$ cat src/rtl/uart_tx_arbiter.sv
// uart_tx_arbiter: round-robin arbiter sharing one uart_tx between NUM_REQ byte sources.
// One byte is taken per grant; further grants wait for the transmitter's done pulse.
//
// Optional feature macro: UART_ARB_TIMEOUT_EN enables a WAIT_DONE watchdog that aborts
// a frame after TIMEOUT_CYCLES clocks without i_Tx_Done. When undefined, o_Timeout is
// tied low and no counter exists.
//
// Ports:
//   i_Clock, i_Rst_n       clock, async active-low reset
//   i_Req_Valid[NUM_REQ]   per-requester byte pending
//   i_Req_Byte[8*NUM_REQ]  requester k byte at [8k+7:8k]
//   o_Req_Ack[NUM_REQ]     one-hot, one-cycle "byte taken"
//   o_Tx_DV, o_Tx_Byte     start pulse and byte to uart_tx
//   i_Tx_Active, i_Tx_Done status from uart_tx
//   o_Grant_Id             index of last granted requester
//   o_Busy                 high from grant until done/timeout
//   o_Timeout              one-cycle pulse on watchdog abort
module uart_tx_arbiter #(
    parameter int unsigned NUM_REQ        = 4,
    parameter int unsigned TIMEOUT_CYCLES = 100000
) (
    input  logic                   i_Clock,
    input  logic                   i_Rst_n,
    input  logic [NUM_REQ-1:0]     i_Req_Valid,
    input  logic [8*NUM_REQ-1:0]   i_Req_Byte,
    output logic [NUM_REQ-1:0]     o_Req_Ack,
    output logic                   o_Tx_DV,
    output logic [7:0]             o_Tx_Byte,
    input  logic                   i_Tx_Active,
    input  logic                   i_Tx_Done,
    output logic [2:0]             o_Grant_Id,
    output logic                   o_Busy,
    output logic                   o_Timeout
);

    localparam int unsigned IDX_W = (NUM_REQ > 1) ? $clog2(NUM_REQ) : 1;
    localparam int unsigned ID_W  = 3;

    typedef enum logic [1:0] {
        IDLE      = 2'd0,
        LAUNCH    = 2'd1,
        WAIT_DONE = 2'd2
    } state_t;

    state_t           state;
    logic [IDX_W-1:0] ptr;
    logic [IDX_W-1:0] win_id_c;
    logic             win_found_c;
    logic [7:0]       win_byte_c;
    logic             timeout_hit_c;

    // Rotating search: first valid index after the pointer, wrapping.
    always_comb begin
        logic [IDX_W-1:0] idx;
        idx         = '0;
        win_id_c    = '0;
        win_found_c = 1'b0;
        for (int unsigned i = 1; i <= NUM_REQ; i++) begin
            idx = IDX_W'((32'(ptr) + i) % NUM_REQ);
            if (!win_found_c && i_Req_Valid[idx]) begin
                win_found_c = 1'b1;
                win_id_c    = idx;
            end
        end
    end

    // Byte mux for the winner.
    always_comb begin
        win_byte_c = 8'h00;
        for (int unsigned k = 0; k < NUM_REQ; k++) begin
            if (IDX_W'(k) == win_id_c) begin
                win_byte_c = i_Req_Byte[8*k +: 8];
            end
        end
    end

    // Arbiter FSM with registered outputs.
    always_ff @(posedge i_Clock or negedge i_Rst_n) begin
        if (!i_Rst_n) begin
            state      <= IDLE;
            ptr        <= IDX_W'(NUM_REQ - 1);
            o_Req_Ack  <= '0;
            o_Tx_DV    <= 1'b0;
            o_Tx_Byte  <= 8'h00;
            o_Grant_Id <= '0;
            o_Busy     <= 1'b0;
        end else begin
            o_Req_Ack <= '0;
            o_Tx_DV   <= 1'b0;
            case (state)
                IDLE: begin
                    // i_Tx_Active guard keeps us off a frame still running after reset.
                    if (win_found_c && !i_Tx_Active) begin
                        o_Req_Ack  <= NUM_REQ'(1) << win_id_c;
                        o_Tx_DV    <= 1'b1;
                        o_Tx_Byte  <= win_byte_c;
                        o_Grant_Id <= ID_W'(win_id_c);
                        ptr        <= win_id_c;
                        o_Busy     <= 1'b1;
                        state      <= LAUNCH;
                    end
                end
                LAUNCH: begin
                    // Done here cannot belong to our frame; ignore it.
                    state <= WAIT_DONE;
                end
                WAIT_DONE: begin
                    if (i_Tx_Done) begin
                        o_Busy <= 1'b0;
                        state  <= IDLE;
                    end else if (timeout_hit_c) begin
                        o_Busy <= 1'b0;
                        state  <= IDLE;
                    end
                end
                default: begin
                    state <= IDLE;
                end
            endcase
        end
    end

`ifdef UART_ARB_TIMEOUT_EN
    localparam int unsigned CNT_W = ($clog2(TIMEOUT_CYCLES) > 17) ? $clog2(TIMEOUT_CYCLES) : 17;

    logic [CNT_W-1:0] wd_cnt;

    assign timeout_hit_c = (wd_cnt == CNT_W'(TIMEOUT_CYCLES - 1));

    // Watchdog: cleared on the way into WAIT_DONE, counts while there.
    always_ff @(posedge i_Clock or negedge i_Rst_n) begin
        if (!i_Rst_n) begin
            wd_cnt    <= '0;
            o_Timeout <= 1'b0;
        end else begin
            o_Timeout <= 1'b0;
            if (state == LAUNCH) begin
                wd_cnt <= '0;
            end else if (state == WAIT_DONE && !i_Tx_Done) begin
                if (timeout_hit_c) begin
                    o_Timeout <= 1'b1;
                end else begin
                    wd_cnt <= wd_cnt + CNT_W'(1);
                end
            end
        end
    end
`else
    logic unused_timeout_cfg;

    assign unused_timeout_cfg = ^TIMEOUT_CYCLES;
    assign timeout_hit_c      = 1'b0;
    assign o_Timeout          = 1'b0;
`endif

endmodule

$ cat config.mk
export PLATFORM = sky130hd
export DESIGN_NAME = uart_tx_arbiter
export DESIGN_NICKNAME = d
export VERILOG_FILES = /design/src/rtl/uart_tx_arbiter.sv
export SDC_FILE = /design/constraint.sdc
export NUM_CORES = 1
export LEC_CHECK = 0
export CAP_MARGIN = 15
export CORE_ASPECT_RATIO = 0.9
export CORE_MARGIN = 2
export CORE_UTILIZATION = 38
export CTS_CLUSTER_DIAMETER = 100
export CTS_CLUSTER_SIZE = 28
export DETAILED_ROUTE_END_ITERATION = 10
export PLACE_DENSITY = 0.8
export SLEW_MARGIN = 20
export SYNTH_ARGS = -nofsm -noshare
export SYNTH_HDL_FRONTEND = slang
export SYNTH_SLANG_ARGS = --single-unit
$ cat constraint.sdc
create_clock -name i_Clock -period 1.9 [get_ports i_Clock]
set_input_delay 0.19 -clock i_Clock [delete_from_list [all_inputs] [get_ports i_Clock]]
set_output_delay 0.19 -clock i_Clock [all_outputs]
set_load 0.05 [all_outputs]
After elaboration in Yosys (flattened, before gate mapping):

Cells that the tools add are included.

* register bits: 20
* input bits: 40
* output and inout bits: 18
* logic and storage cells: 67

* add/sub/neg operators: 4
* magnitude comparators: 4
* eq/ne operators: 7
* shift-type cells: 1
* multiplexer cells: 30
* reduce and logical (&&, ||, !) cells: 14

Operators with widths (count)
* $mux 8: 4
* $lt 2x3->1 const B: 4
* $mux 1: 12
* $mux 2: 6
* $bmux 1 s2: 4
* $mux 4: 2
* $pmux 2 s3: 1
* $add 2x1->2 const B: 2
* $add 2x2->2 const B: 2
* $eq 2x2->1 const A: 2
* $logic_and 1x1->1: 4
* $logic_not 1->1: 4
* $logic_not 2->1: 2
* $ne 2x2->1 const B: 2
* $reduce_and 2->1: 2
* $shl 1x2->4 const A: 1
* $reduce_and 3->1: 1
* $eq 1x2->1 const A: 1
* $eq 2x1->1 const B: 1
* $eq 2x2->1 const B: 1
* $pmux 1 s2: 1
* $reduce_bool 2->1: 1

Logic depth before layout (Yosys ltp):

* word-level depth: 18
* mapped depth: 7
* gate-level depth less buffers: 6

Worst setup path before layout:

OpenSTA, ideal clock, no wires.

* path kind: register to register
* from: register ptr[1]
* to: register o_Tx_Byte[0]
* setup time: 137 ps
* arrival time: 1445 ps
* required time: 1763 ps
* path slack: 317 ps
* stages on the path, launching flop included: 7
* path buffers: 2
* clock period less this slack: 1583 ps
* cells stage by stage: dfstp_2 buf_6 nand2_1 a311o_1 buf_6 mux2i_1 o221ai_1

* longest elaborated chain between the ends: 18
* elaborated cells on any way between the ends: 36
* those cells by class: 4 x add/sub; 3 x eq/ne; 20 x mux; 9 x reduce/logical

RTL lines
* start: declaration: RTL line 46 `logic [IDX_W-1:0] ptr;`
* start signal: assignment: RTL line 81 `ptr <= IDX_W'(NUM_REQ - 1);`
* start signal: assignment: RTL line 98 `ptr <= win_id_c;`
* $add 2x1->2: RTL line 59 `idx = IDX_W'((32'(ptr) + i) % NUM_REQ);`
* $bmux 1 s2: RTL line 60 `if (!win_found_c && i_Req_Valid[idx]) begin`
* $mux 1 (not written as such): RTL line 60
* $mux 1: RTL line 60
* $logic_not 1->1: RTL line 60
* $logic_and 1x1->1: RTL line 60
* $mux 1: RTL line 60
* $logic_not 1->1: RTL line 60
* $logic_and 1x1->1: RTL line 60
* $mux 1: RTL line 60
* $logic_not 1->1: RTL line 60
* $logic_and 1x1->1: RTL line 60
* $mux 2: RTL line 60
* $logic_not 2->1: RTL line 71 `if (IDX_W'(k) == win_id_c) begin`
* $mux 8 (4 in a row): RTL line 71
* end signal: assignment: RTL line 96 `o_Tx_Byte <= win_byte_c;`
* end: declaration: RTL line 28 `output logic [7:0] o_Tx_Byte,`

Several ways; a longest one is shown, not always the timed one. The select of a mux whose other input is x is not followed.
A chain may end at the register's enable or synchronous reset.

Final worst setup path:

* from: register o_Grant_Id[0]
* to: output o_Grant_Id[0]

RTL lines
* start: declaration: RTL line 31 `output logic [2:0] o_Grant_Id,`
* start signal: assignment: RTL line 97 `o_Grant_Id <= ID_W'(win_id_c);`

No word-level cell between the ends.

==> Implementation_results.wiki <==
{| class="wikitable"
! Metric !! Value
|-
| Result of the run || finished, final reports clean
|-
| Source of the critical timing path || o_Grant_Id[0]
|-
| Register clock-pin slew on the reported worst setup and hold paths || 0.11 ns
|-
| Overall Global Routing Usage || 15.9%
|-
| Synthesized area divided by synthesized cell count || 10.9 um^2
|-
| Maximum number of pins on one net before global-route repair || 21
|-
| RSZ-0062 raised after global routing || false
|-
| Mean number of vias per cell || 4.99
|-
| Fraction of the yosys area taken by sequential cells || a little under half
|-
| Top-Level Pins || 58
|-
| Max-cap check violation count || 0
|-
| Sink Count || 20
|-
| H-tree levels || 1
|-
| Placer congestion estimate || 0.832
|-
| 1st-iter DRT viols || 11
|-
| Worst slew margin || between 60% and 70%
|-
| Count of buffering cells on the critical path with inverters included || 1
|-
| Fmax || 0.601 GHz
|-
| Area Overhead vs Synth || 56.9%
|-
| Die extent in y || 53.9 um
|-
| Path class of the lowest-slack min-delay path || primary input to async pin
|-
| Detailed placement HPWL || 1.93 mm
|-
| Fin. Hold Viols || 0
|-
| Final Total Pwr || 0.00238 W
|-
| Worst clock skew || 0.0131 ns
|-
| Wire length after detailed routing || 2.41 mm
|-
| Effective utilization at floorplan || between 30% and 40%
|-
| Post-route cell area || 0.00165 mm^2
|-
| Kind of cell adding the most delay to the critical path || buffers and inverters
|-
| First-pass GRT wire length || approximately 3.8 mm
|-
| Clock Tree Buf Depth || 2
|-
| Fin crit share || 87.5%
|-
| Placed inst area || 0.00162 mm^2
|-
| CP Capture Type || output pin
|-
| Predominant post-synthesis flop cell || dfrtp_1
|-
| Root Buffer || clkbuf_4
|-
| Async set-or-reset flop fraction in the synthesized netlist || 100%
|-
| Transition time at the pin with the least slew margin || 0.581 ns
|-
| Dominant cell type by area after synthesis || dfrtp_1
|-
| IR Drop Worst-Case VDD || 876 uV
|-
| Tightest hold margin || between 0.2 and 0.3 ns
|-
| Later-pin clock latency in the skew report || 0.29 ns
|-
| Setup Fix Bufs, Post-CTS || 0
|-
| Beginning of the worst register-to-register path || ptr[1]
|-
| Buffers added on ports || 55
|-
| Commonest cells in the netlist || dfrtp_1, mux2i_1, nand2_1
|-
| Share of the core filled with cells in the final layout || 61.4%
|-
| Number of enable-type register cells in the synthesized netlist || 0
|-
| Area share of the leading cell type in the synthesized netlist || 42.9%
|-
| Number of filler instances in the final layout || 229
|-
| Gr ovfl total || 0
|-
| Seq cells post-synth || 20
|-
| Post-cts hold buffer count || 0
|-
| Chain of cells forming the critical path || clkdlybuf4s50_1
|-
| Antenna Nets Post-Route || 0
|-
| Required time of the critical path || 1.71 ns
|-
| Longest individual stage delay on the worst path || 0.81 ns
|-
| Routed wire length per instance || ~13 um
|-
| Crit path launch type || register
|-
| Count of synthesis-stage warnings from yosys || 0
|-
| Post-synthesis cell area || 0.00105 mm^2
|-
| Crit path kind || register to output pin
|-
| Pre-Repair DR Iteration Count || 4
|-
| Max-slew violation count || 0
|-
| Layout net count || slightly below 200
|-
| Max FO, Critical Path || 2
|-
| Inserted Diodes || 0
|-
| Setup-violating endpoint count in the final report || 0
|-
| P per Cell Area || 1440 mW/mm^2
|-
| Number of instances in the synthesized netlist || 96
|-
| Vias in the first global route || 913
|-
| Antenna violations before repair || 0
|-
| Layout cell share with drive strength beyond 1 || ~10%
|-
| TritonCTS buffer count || 3
|-
| Count of standard-cell rows || 18
|-
| Total via count after detailed routing || 914
|-
| Synth top area cells || dfrtp_1, mux2i_1, o221ai_1
|-
| Arrival time of the worst setup path || around 1.5 ns
|-
| Placeable Area || 0.00268 mm^2
|-
| Critical Path Slowest Stage Cell || clkdlybuf4s50_1
|-
| Number of resized instances in the post-cts repair step || 0
|-
| Min Tclk post-route || between 1.5 and 2 ns
|-
| Total negative slack for setup checks || 0 ns
|-
| DRC violations left || 0
|-
| X dimension of the die || 59.4 um
|-
| Clock tree from TritonCTS || yes
|-
| Flop-to-flop setup slack || 0.24 ns
|-
| Total die area || 0.00320 mm^2
|-
| Post-synthesis cell type count || 29
|-
| Leak pwr || around 0.74 nW
|}
==> kinds of logic (layout without fill, tap and decap cells) <==
family | Yosys count | after routing | synth area share, %
simple gates | 27 | 27 | 12.0
flops | 20 | 20 | 47.9
compound gates | 19 | 19 | 15.0
mux | 18 | 18 | 17.2
buf+inv | 11 | 67 | 7.51
other cells | 1 | 2 | 0.357
==> cell usage in the layout (no fill, tap or decap), types with 2 or more instances in the layout <==
cell	Yosys	routed
a21oi_1	2	2
nand2_1	15	15
a21o_1	2	2
clkdlybuf4s50_1	0	55
clkbuf_4	0	3
nor2_1	3	3
dfstp_2	2	2
nor2_2	2	2
dfrtp_1	18	18
buf_4	2	3
o221ai_1	8	8
conb_1	1	2
mux2i_1	18	18
inv_1	3	3
==> path summary, 6_finish.rpt <==
| path | depth (start not counted) | endpoint |
|---|---|---|
| setup / recovery | 1 | o_Grant_Id[0] |
| hold / removal | 1 | o_Req_Ack[2] |
| setup reg to reg | 4 | o_Tx_Byte[5] |
| hold reg to reg | 1 | o_Busy |
| max in group asynchronous | 2 | o_Tx_Byte[5] |
| min in group i_Clock | 1 | o_Busy |
==> cell type report <==
type | instances | area (um^2) | share of cell area (%)
Clock buffer | 4 | 26.3 | 1.60
Inverter | 4 | 15.0 | 0.912
Multi-Input combinational cell | 66 | 472 | 28.6
Sequential cell | 20 | 503 | 30.5
Tap cell | 30 | 37.5 | 2.28
Timing Repair Buffer | 59 | 593 | 36.0
==> layer usage <==
metal,global-route usage (%),part of all wire [%]
met1,18.9,42
met2,28.0,49
met3,2.88,7.2
met4,6.82,1.3
met5,0,0
==> through the flow <==
stage               std cells  setup WS [ns]
floorplan                  97          0.317
global placement          179         0.0199
detailed placement        179        -0.0302
CTS                       183          0.220
global route              183         0.0880
finish                    183          0.237
==> flip-flops by register name (all words and copies together) (netlist names) <==
register	flops
o_Tx_Byte	8
o_Req_Ack	4
o_Grant_Id	2
ptr	2
state	2
o_Busy	1
o_Tx_DV	1
==> where the power goes <==
part           switching, W  leakage (nW)  internal, W
clock network      0.000113        0.0150    0.0000814
registers          0.000113         0.248     0.000614
logic              0.000865         0.480     0.000592
Note: power is estimated with default switching activity, not from simulation.
